### src/rtl/troca_contexto.sv
// ---------------------------------------------------------------------------
// troca_contexto
//
// Context-switch sequencer for the 32-entry register bank. A save copies
// registers $0..NUM_REGS-1 to a data-memory context area at a latched base.
// A restore copies them back from that area. $31 is hardwired zero and is
// never moved. While `ocupado` is high this block owns one bank read port,
// the bank write port and one data-memory port. The top level hands those
// ports to the pipeline whenever `ocupado` is low.
//
// Optional feature (macro TROCA_CONTEXTO_CHECKSUM_EN):
//   A save also writes the XOR of all saved words to base+NUM_REGS. A restore
//   reads that extra word, compares it with the XOR of the restored words,
//   and reports the result on `erro_checksum`. That word is never written to
//   the bank.
//
// Ports:
//   clock, reset       clock; synchronous active-high reset
//   salvar, restaurar  start save / start restore (sampled only when idle)
//   endereco_base      context-area base word address (latched at start)
//   ocupado            controller owns the bank and memory ports
//   concluido          one-cycle completion pulse
//   erro_checksum      restore checksum mismatch (0 without the macro)
//   reg_leitura        bank read address;  dado_reg = asynchronous read data
//   reg_write          bank write enable
//   reg_escrita        bank write address
//   escreve_dado       bank write data
//   mem_endereco       memory word address
//   mem_escrita        memory write enable
//   mem_dado_escrita   memory write data
//   mem_dado_leitura   memory read data (synchronous, 1-cycle latency)
// ---------------------------------------------------------------------------
module troca_contexto #(
    parameter int DATA_WIDTH      = 32,
    parameter int DATA_ADDR_WIDTH = 13,
    parameter int NUM_REGS        = 31
) (
    input  logic                       clock,
    input  logic                       reset,
    input  logic                       salvar,
    input  logic                       restaurar,
    input  logic [DATA_ADDR_WIDTH-1:0] endereco_base,
    output logic                       ocupado,
    output logic                       concluido,
    output logic                       erro_checksum,
    output logic [4:0]                 reg_leitura,
    input  logic [DATA_WIDTH-1:0]      dado_reg,
    output logic                       reg_write,
    output logic [4:0]                 reg_escrita,
    output logic [DATA_WIDTH-1:0]      escreve_dado,
    output logic [DATA_ADDR_WIDTH-1:0] mem_endereco,
    output logic                       mem_escrita,
    output logic [DATA_WIDTH-1:0]      mem_dado_escrita,
    input  logic [DATA_WIDTH-1:0]      mem_dado_leitura
);

    // Number of memory words moved per operation.
`ifdef TROCA_CONTEXTO_CHECKSUM_EN
    localparam int N_PAL = NUM_REGS + 1;
`else
    localparam int N_PAL = NUM_REGS;
`endif
    localparam int            CW     = 6;
    localparam logic [CW-1:0] ULTIMO = CW'(N_PAL - 1);
    localparam logic [CW-1:0] LIMITE = CW'(N_PAL);
    localparam logic [CW-1:0] NREGS  = CW'(NUM_REGS);

    typedef enum logic [1:0] {OCIOSO, SALVA, RESTAURA, FIM} estado_t;

    estado_t                    estado_q;
    logic [CW-1:0]              idx_q;     // save index i / restore issue index k
    logic [CW-1:0]              wr_idx_q;  // restore write index j (k delayed by one)
    logic                       wr_vld_q;  // memory read data valid for index wr_idx_q
    logic [DATA_ADDR_WIDTH-1:0] base_q;
`ifdef TROCA_CONTEXTO_CHECKSUM_EN
    logic [DATA_WIDTH-1:0]      xor_q;
    logic                       erro_q;
`endif

    always_ff @(posedge clock) begin
        if (reset) begin
            estado_q <= OCIOSO;
            idx_q    <= '0;
            wr_idx_q <= '0;
            wr_vld_q <= 1'b0;
            base_q   <= '0;
`ifdef TROCA_CONTEXTO_CHECKSUM_EN
            xor_q    <= '0;
            erro_q   <= 1'b0;
`endif
        end else begin
            case (estado_q)
                OCIOSO: begin
                    idx_q    <= '0;
                    wr_idx_q <= '0;
                    wr_vld_q <= 1'b0;
                    base_q   <= endereco_base;
`ifdef TROCA_CONTEXTO_CHECKSUM_EN
                    xor_q    <= '0;
                    if (salvar || restaurar) erro_q <= 1'b0;
`endif
                    // Save has priority when both starts arrive together.
                    if (salvar)         estado_q <= SALVA;
                    else if (restaurar) estado_q <= RESTAURA;
                end
                SALVA: begin
                    idx_q <= idx_q + 1'b1;
`ifdef TROCA_CONTEXTO_CHECKSUM_EN
                    if (idx_q < NREGS) xor_q <= xor_q ^ dado_reg;
`endif
                    if (idx_q == ULTIMO) estado_q <= FIM;
                end
                RESTAURA: begin
                    // Issue stage: stop advancing once every word is requested.
                    if (idx_q < LIMITE) idx_q <= idx_q + 1'b1;
                    wr_vld_q <= (idx_q < LIMITE);
                    wr_idx_q <= idx_q;
                    // Write stage: data for wr_idx_q arrives this cycle.
                    if (wr_vld_q) begin
`ifdef TROCA_CONTEXTO_CHECKSUM_EN
                        if (wr_idx_q < NREGS) xor_q <= xor_q ^ mem_dado_leitura;
                        else                  erro_q <= (xor_q != mem_dado_leitura);
`endif
                        if (wr_idx_q == ULTIMO) estado_q <= FIM;
                    end
                end
                FIM:     estado_q <= OCIOSO;
                default: estado_q <= OCIOSO;
            endcase
        end
    end

    // Outputs decode state and counters only. Write enables are also
    // suppressed while reset is high, so an aborting cycle commits nothing.
    always_comb begin
        ocupado          = 1'b0;
        concluido        = 1'b0;
        reg_leitura      = '0;
        reg_write        = 1'b0;
        reg_escrita      = '0;
        escreve_dado     = '0;
        mem_endereco     = '0;
        mem_escrita      = 1'b0;
        mem_dado_escrita = '0;
        case (estado_q)
            SALVA: begin
                ocupado          = 1'b1;
                reg_leitura      = idx_q[4:0];
                mem_endereco     = base_q + DATA_ADDR_WIDTH'(idx_q);
                mem_escrita      = ~reset;
                mem_dado_escrita = dado_reg;
`ifdef TROCA_CONTEXTO_CHECKSUM_EN
                if (idx_q == NREGS) mem_dado_escrita = xor_q;
`endif
            end
            RESTAURA: begin
                ocupado      = 1'b1;
                mem_endereco = base_q + DATA_ADDR_WIDTH'(idx_q);
                if (wr_vld_q && (wr_idx_q < NREGS)) begin
                    reg_write    = ~reset;
                    reg_escrita  = wr_idx_q[4:0];
                    escreve_dado = mem_dado_leitura;
                end
            end
            FIM: begin
                ocupado   = 1'b1;
                concluido = 1'b1;
            end
            default: ;
        endcase
    end

`ifdef TROCA_CONTEXTO_CHECKSUM_EN
    assign erro_checksum = erro_q;
`else
    assign erro_checksum = 1'b0;
`endif

endmodule
### config.mk
export PLATFORM = sky130hd
export DESIGN_NAME = troca_contexto
export DESIGN_NICKNAME = d
export VERILOG_FILES = /design/src/rtl/troca_contexto.sv
export SDC_FILE = /design/constraint.sdc
export NUM_CORES = 1
export LEC_CHECK = 0
export ABC_AREA = 1
export BUFFER_PORTS_ARGS = -buffer_cell sky130_fd_sc_hd__buf_2
export CORE_AREA = 3 3 116 74
export DETAILED_ROUTE_END_ITERATION = 8
export DIE_AREA = 0 0 119 77
export PLACE_DENSITY = 0.64
export SLEW_MARGIN = 20
export SYNTH_ARGS = -nofsm -noshare
export SYNTH_HDL_FRONTEND = slang
export SYNTH_SLANG_ARGS = --single-unit
### constraint.sdc
create_clock -name clock -period 5.97 [get_ports clock]
set_input_delay 0.8955 -clock clock [delete_from_list [all_inputs] [get_ports clock]]
set_output_delay 0.8955 -clock clock [all_outputs]
set_load 0.1 [all_outputs]
==> impl_summary.txt, run 1 <==
----------------------------------------------------
[Clock tree]
  Number of H-tree branching levels ... 1
  Library cell used as clock root buffer ... clkbuf_16
  Hold buffers post-CTS ... 0
  Cells resized by post-CTS repair ... 0
  Buffer count from post-CTS setup fixing ... 0
  Insertion delay of the later-clocked pin in the worst-skew pair ... 260 ps
  Clock buffers created by TritonCTS ... 3
  Clock tree from TritonCTS ... yes
  CTS clock-pin slew for the worst setup and hold paths ... 70 ps
  Total number of clock tree sinks ... 28
  Number of buffers on the longest clock path ... 2

[Drt]
  Initial DRC count ... roughly 120
  Number of nets with antenna violations after detailed routing ... 0
  Total iterations of the first detailed-routing run ... 5
  Residual DRC count ... 0
  Average via count per standard cell ... 4.36
  Count of vias placed by the detailed router ... 3195
  DRT Wirelength ... around 8200 um
  Final routed wire length divided by cell count ... 11.2 um

[STA]
  Fmax ... 288 MHz
  Final setup fails ... 0
  Minimum clock period ... 3470 ps
  Max transition margin ... 56.1%
  Hold violation total from the final report ... 0
  Slew at the pin closest to its max-slew limit ... ~660 ps
  Max Clock Skew ... 3.15 ps
  Setup repair after global routing missed its margin ... false
  Total count of max-transition violations in the final report ... 0
  TNS Setup ... 0 ps
  Final worst path period share ... between 50 and 60%
  Worst hold margin ... roughly 470 ps

[Worst setup path]
  Crit path max fanout ... 9
  Launching element of the worst setup path ... idx_q[0]
  Worst setup EP type ... output pin
  Type of element launching the critical path ... flop
  CP endpoint ... mem_endereco[12]
  Depth of the worst register-to-register path ... 7
  Required time at the endpoint of the critical path ... 5070 ps
  Setup CP Type ... reg -> out
  Crit Reg-Reg Startpoint ... estado_q[0]
  Setup slack of the most critical reg-to-reg path ... 3920 ps
  Arrival time of data at the critical path endpoint ... 2580 ps
  Worst r2r dst ... estado_q[1]

[Logic synthesis]
  Synth async-reset ratio ... 0%
  Total standard cell area after synthesis ... about 2500 sq um
  Dominant register cell in the synthesized netlist ... dfxtp_1
  Post-synth EDFFs ... 0
  Post-synthesis net count ... 563
  Part of the Yosys area used for sequential elements ... 22.0%
  Avg Synthesized Cell Area ... between 5 and 6 sq um
  Synthesized flop and latch total ... 28
  Count of cell types in the netlist ... 28
  Count of synthesis-stage warnings from yosys ... 0
  Post-synthesis instance total ... ~470

[Place]
  DP Wirelength ... 6780 um
  Number of port buffers ... 171
  Routability Congestion ... 0.910

[Pwr]
  Static leakage power ... about 2.4 nW
  Peak supply drop ... 0.304 mV
  Ratio of total power to cell area ... 554 nW/um^2

[Outcome]
  Result of the run ... complete, no violations

[Finish]
  Number of antenna repair diodes ... 0
  Area Overhead vs Synth ... 38.7%
  Net count, final ... 722
  Share of cells above drive strength 1 ... between 20 and 30%

[GRT]
  Via count of the first global-routing pass ... between 2k and 3k
  Largest net degree at the start of global routing ... 40
  GRT Util Overall ... between 15 and 20%
  Wire length of the first global-routing pass ... around 13000 um
  Aggregate global routing overflow ... 0
  Antenna violations before repair ... 0

[Worst hold path]
  HP Class ... reg -> reg

[Floorplanning]
  Full die area ... 9160 sq um
  Std-Cell Rows ... 25
  Horizontal die dimension ... ~120 um
  Initial core utilization ... 33.3%
  Overall die height ... 77 um
  Area of the placeable core ... 7660 sq um
  I/O pin cnt ... 173

[Run]
  Max-capacitance violation count ... 0

----------------------------------------------------
-- report_power, final --
part | switching, W | internal (W) | total, W
registers | 0.0000522 | 0.000234 | 0.000286
clock network | 0.0000676 | 0.000134 | 0.000201
logic | 0.00123 | 0.000241 | 0.00147
total | 0.00135 | 0.000609 | 0.00196
-- synthesized netlist by cell type (3+ instances only) --
cell type | instances | share of area [%]
o21ai_0 | 18 | 3.5
dfxtp_1 | 28 | 22
a21oi_1 | 23 | 4.5
nand2_4 | 3 | 1.3
nand4_1 | 4 | 0.98
ha_1 | 14 | 6.9
nand3_1 | 22 | 4.3
buf_2 | 8 | 1.6
nand2_1 | 120 | 18
nor2_1 | 95 | 14
buf_6 | 4 | 1.8
inv_1 | 109 | 16
-- cell families after synthesis --
group / share of synthesized area [%]
buffers and inverters: 20.7
AOI/OAI and AO/OA: 8.24
xor gates and xnor gates: 0.687
other: 0.147
and+or+nand+nor: 40.6
adders and majority gates: 7.65
DFF: 22.0
-- layer usage --
metal | share of wire [%] | routed length (um) | vias up | GRT usage (%)
met3 | 7.8 | 639 | 4 | 3.68
met1 | 48 | 3930 | 1390 | 23.4
met4 | 0.30 | 25 | 0 | 2.20
met2 | 44 | 3640 | 121 | 28.4
li1 | - | - | 1680 | -
met5 | 0 | 0 | - | 0
-- through the flow --
step | power, W | worst slack [ps] | util [%] | std cells | instance area, sq um
floorplan | 0.00153 | 2210 | - | 467 | 2550
global placement | 0.00175 | 2870 | 44.8 | 729 | 3430
detailed placement | 0.00176 | 2790 | 44.8 | 729 | 3430
CTS | 0.00197 | 2500 | 46.1 | 733 | 3530
global route | 0.00209 | 2230 | 46.2 | 733 | 3540
finish | 0.00196 | 2500 | 46.2 | 733 | 3540
-- layout by cell type (no fill, tap or decap), types with 2 or more instances in the layout --
| cell type | n |
|---|---|
| buf_2 | 171 |
| inv_1 | 109 |
| xnor2_1 | 2 |
| nand2_4 | 3 |
| nor2_1 | 95 |
| nand2_1 | 120 |
| ha_1 | 13 |
| a21oi_1 | 23 |
| clkbuf_16 | 3 |
| nand4_1 | 4 |
| dfxtp_1 | 28 |
| o21ai_0 | 18 |
| nand3_1 | 22 |
-- cell type report --
| type | instances | area (sq um) |
|---|---|---|
| sequential | 28 | 561 |
| inverter | 111 | 417 |
| clock inverter | 1 | 30.0 |
| multi-input combinational | 311 | 1460 |
| fill | 837 | 4130 |
| clock buffer | 3 | 75.1 |
| timing repair buffer | 171 | 856 |
| tap | 108 | 135 |
-- how the worst min path moves through the flow --
| stage | cells after the start | slack, ps | to | start |
|---|---|---|---|---|
| 5_1_grt | 2 | 520 | wr_idx_q[4] | wr_idx_q[4] |
| 2_1_floorplan | 2 | 440 | wr_idx_q[4] | wr_idx_q[4] |
| 4_1_cts | 2 | 480 | wr_idx_q[4] | wr_idx_q[4] |
| 3_3_place_gp | 2 | 450 | wr_idx_q[4] | wr_idx_q[4] |
| 6_report | 2 | 470 | wr_idx_q[4] | wr_idx_q[4] |
| 3_5_place_dp | 2 | 460 | wr_idx_q[4] | wr_idx_q[4] |
-- critical path, cell delays in order (launching register included) --
cell,delay (ps)
dfxtp_1,500
ha_1,260
inv_1,70
fa_1,400
inv_1,90
nand3_1,70
nand2_1,130
nand2_1,60
nand2_1,130
a21oi_1,90
nor2_1,100
buf_2,430
-- registers in the layout, summed over array words and instances (netlist names) --
register / cells
estado_q: 2
idx_q: 6
wr_idx_q: 6
wr_vld_q: 1
base_q: 13
(Power assumes the default switching activity.)
==> run 2: changes to the inputs <==
- PLACE_DENSITY: 0.64 -> 0.67
- clock period: 5.97 -> 2.9 ns (I/O delays scaled with it)
==> run 2 against run 1 <==
Against the previous run:
- final cell count rose by 0.82%
- global-route usage is 0.052 points higher
- clock-buffer cell count unchanged
- largest cell class unchanged
==> impl_summary.txt, run 2 (synthesized netlist as in run 1, its figures left out) <==
----------------------------------------------------
[Drt]
  Average via count per standard cell ... 4.42
  Initial DRC count ... 190
  DRT Wirelength ... 8400 um
  Total iterations of the first detailed-routing run ... 4
  Final routed wire length divided by cell count ... 11.4 um
  Count of vias placed by the detailed router ... approximately 3.3k
  Residual DRC count ... 0
  Number of nets with antenna violations after detailed routing ... 0

[Clock tree]
  CTS clock-pin slew for the worst setup and hold paths ... about 70 ps
  Number of H-tree branching levels ... 1
  Clock buffers created by TritonCTS ... 3
  Clock tree from TritonCTS ... yes
  Insertion delay of the later-clocked pin in the worst-skew pair ... 260 ps
  Library cell used as clock root buffer ... clkbuf_16
  Total number of clock tree sinks ... 28
  Number of buffers on the longest clock path ... 2

[Finish]
  Largest registers in the final layout ... base_q x13, idx_q x6, wr_idx_q x6
  Largest register FFs ... 13
  Number of filler instances in the final layout ... 796
  Number of antenna repair diodes ... 0
  Fraction of the core area covered by cells at the end of the flow ... around 49%
  Area Overhead vs Synth ... 45.8%
  Share of cells above drive strength 1 ... 31.1%
  Most frequent standard cell in the layout excluding fill and tap cells ... buf_2
  Net count, final ... between 700 and 800
  Commonest cells after routing, fill and taps aside ... buf_2, nand2_1, inv_1
  Register name with the most flops ... base_q

[Outcome]
  Result of the run ... complete, no violations

[Worst setup path]
  Required time at the endpoint of the critical path ... about 2500 ps
  Slowest library cell on the worst path ... buf_2
  Delay of the slowest critical-path stage ... 440 ps
  Crit path max fanout ... 37
  Buf+Inv Stages, Crit Path ... 3
  Setup CP Type ... reg -> out
  Type of element launching the critical path ... flop
  Arrival time of data at the critical path endpoint ... 2290 ps
  Kind of cell with the highest combined delay on the critical path ... buffers and inverters
  Series of cell instances along the critical path ... inv_1 > ha_1 > inv_2 > nor3_4 > nand2_4 > nor2_1 > buf_2
  Worst setup EP type ... output pin

[Worst hold path]
  HP Class ... in -> reg

[STA]
  Minimum clock period ... around 2700 ps
  Final worst path period share ... 94.0%
  Hold violation total from the final report ... 0
  Setup repair after global routing missed its margin ... false
  Max Clock Skew ... 1.87 ps
  Fmax ... 367 MHz
  TNS Setup ... 0 ps
  Final setup fails ... 0
  Total count of max-transition violations in the final report ... 0

[Floorplanning]
  Std-Cell Rows ... 25
  Horizontal die dimension ... 119 um
  Full die area ... ~9200 sq um
  Initial core utilization ... 33.3%
  Area of the placeable core ... approximately 7700 sq um
  I/O pin cnt ... 173
  Overall die height ... 77 um

[GRT]
  GRT Util Overall ... 17.2%
  Largest net degree at the start of global routing ... 40
  Wire length of the first global-routing pass ... 13300 um
  Via count of the first global-routing pass ... 2896
  Antenna violations before repair ... 0
  Aggregate global routing overflow ... 0

[Pwr]
  Ratio of total power to cell area ... 1120 nW/um^2
  Static leakage power ... between 2 and 2.5 nW
  Peak supply drop ... 0.682 mV

[Run]
  Max-capacitance violation count ... 0

[Place]
  Number of port buffers ... 171
  Routability Congestion ... roughly 0.91
  DP Wirelength ... 6870 um

----------------------------------------------------
-- run 2: cell count changes in the layout (fill, tap and decap cells not counted), sizes merged --
cell	before	now
clkbuf	3	27
buf	171	153
-- run 2: final timing paths --
path	slack, ps	startpoint	to	depth (start not counted)
hold reg to reg	470	wr_idx_q[4]	wr_idx_q[4]	2
setup reg to reg	880	estado_q[1]	estado_q[1]	7
hold / removal	390	endereco_base[12]	base_q[12]	3
setup / recovery	180	estado_q[0]	escreve_dado[0]	7
-- run 2: final cells by class --
cell class                      count  area (sq um)  share of cell area, %
Tap cell                          108           135                   3.63
Sequential cell                    28           562                   15.1
Clock buffer                        3          75.1                   2.02
Timing Repair Buffer              177          1020                   27.5
Clock inverter                      1          30.0                  0.808
Inverter                          111           417                   11.2
Multi-Input combinational cell    311          1480                   39.8
-- run 2: metrics by stage --
stage,total power [W],worst slack (ps),instances,instance area (sq um),hold WS (ps)
2_1_floorplan,0.00318,19.9,467,2570,440
3_3_place_gp,0.00373,516,735,3550,453
3_5_place_dp,0.00376,436,735,3550,460
4_1_cts,0.00418,141,739,3660,393
5_1_grt,0.00442,0.446,739,3720,411
6_report,0.00418,175,739,3720,393
-- run 2: what timing repair did --
item                       in CTS  in global routing
gates resized for setup         0                 25
hold buffers                    0                  0
setup endpoints to repair       0                 25
setup buffers                   0                  0
-- run 2: power breakdown --
| group | internal (W) | total [W] | switching, W |
|---|---|---|---|
| registers | 0.000482 | 0.000581 | 0.0000992 |
| logic | 0.000594 | 0.00319 | 0.00259 |
| clock network | 0.000275 | 0.000412 | 0.000137 |
-- run 2: per-layer routing --
layer / GRT usage (%) / vias to the layer above / part of all wire [%]
met5: 0 / - / 0
met4: 2.31 / 0 / 0.83
met3: 3.24 / 6 / 7.3
met2: 29.0 / 110 / 46
met1: 23.3 / 1452 / 46
li1: - / 1698 / -
-- run 2: worst min-delay path, delay by kind of cell --
| kind | cells | cell delay (ps) |
|---|---|---|
| and+or+nand+nor | 2 | 110 |
| buffers and inverters | 1 | 70 |
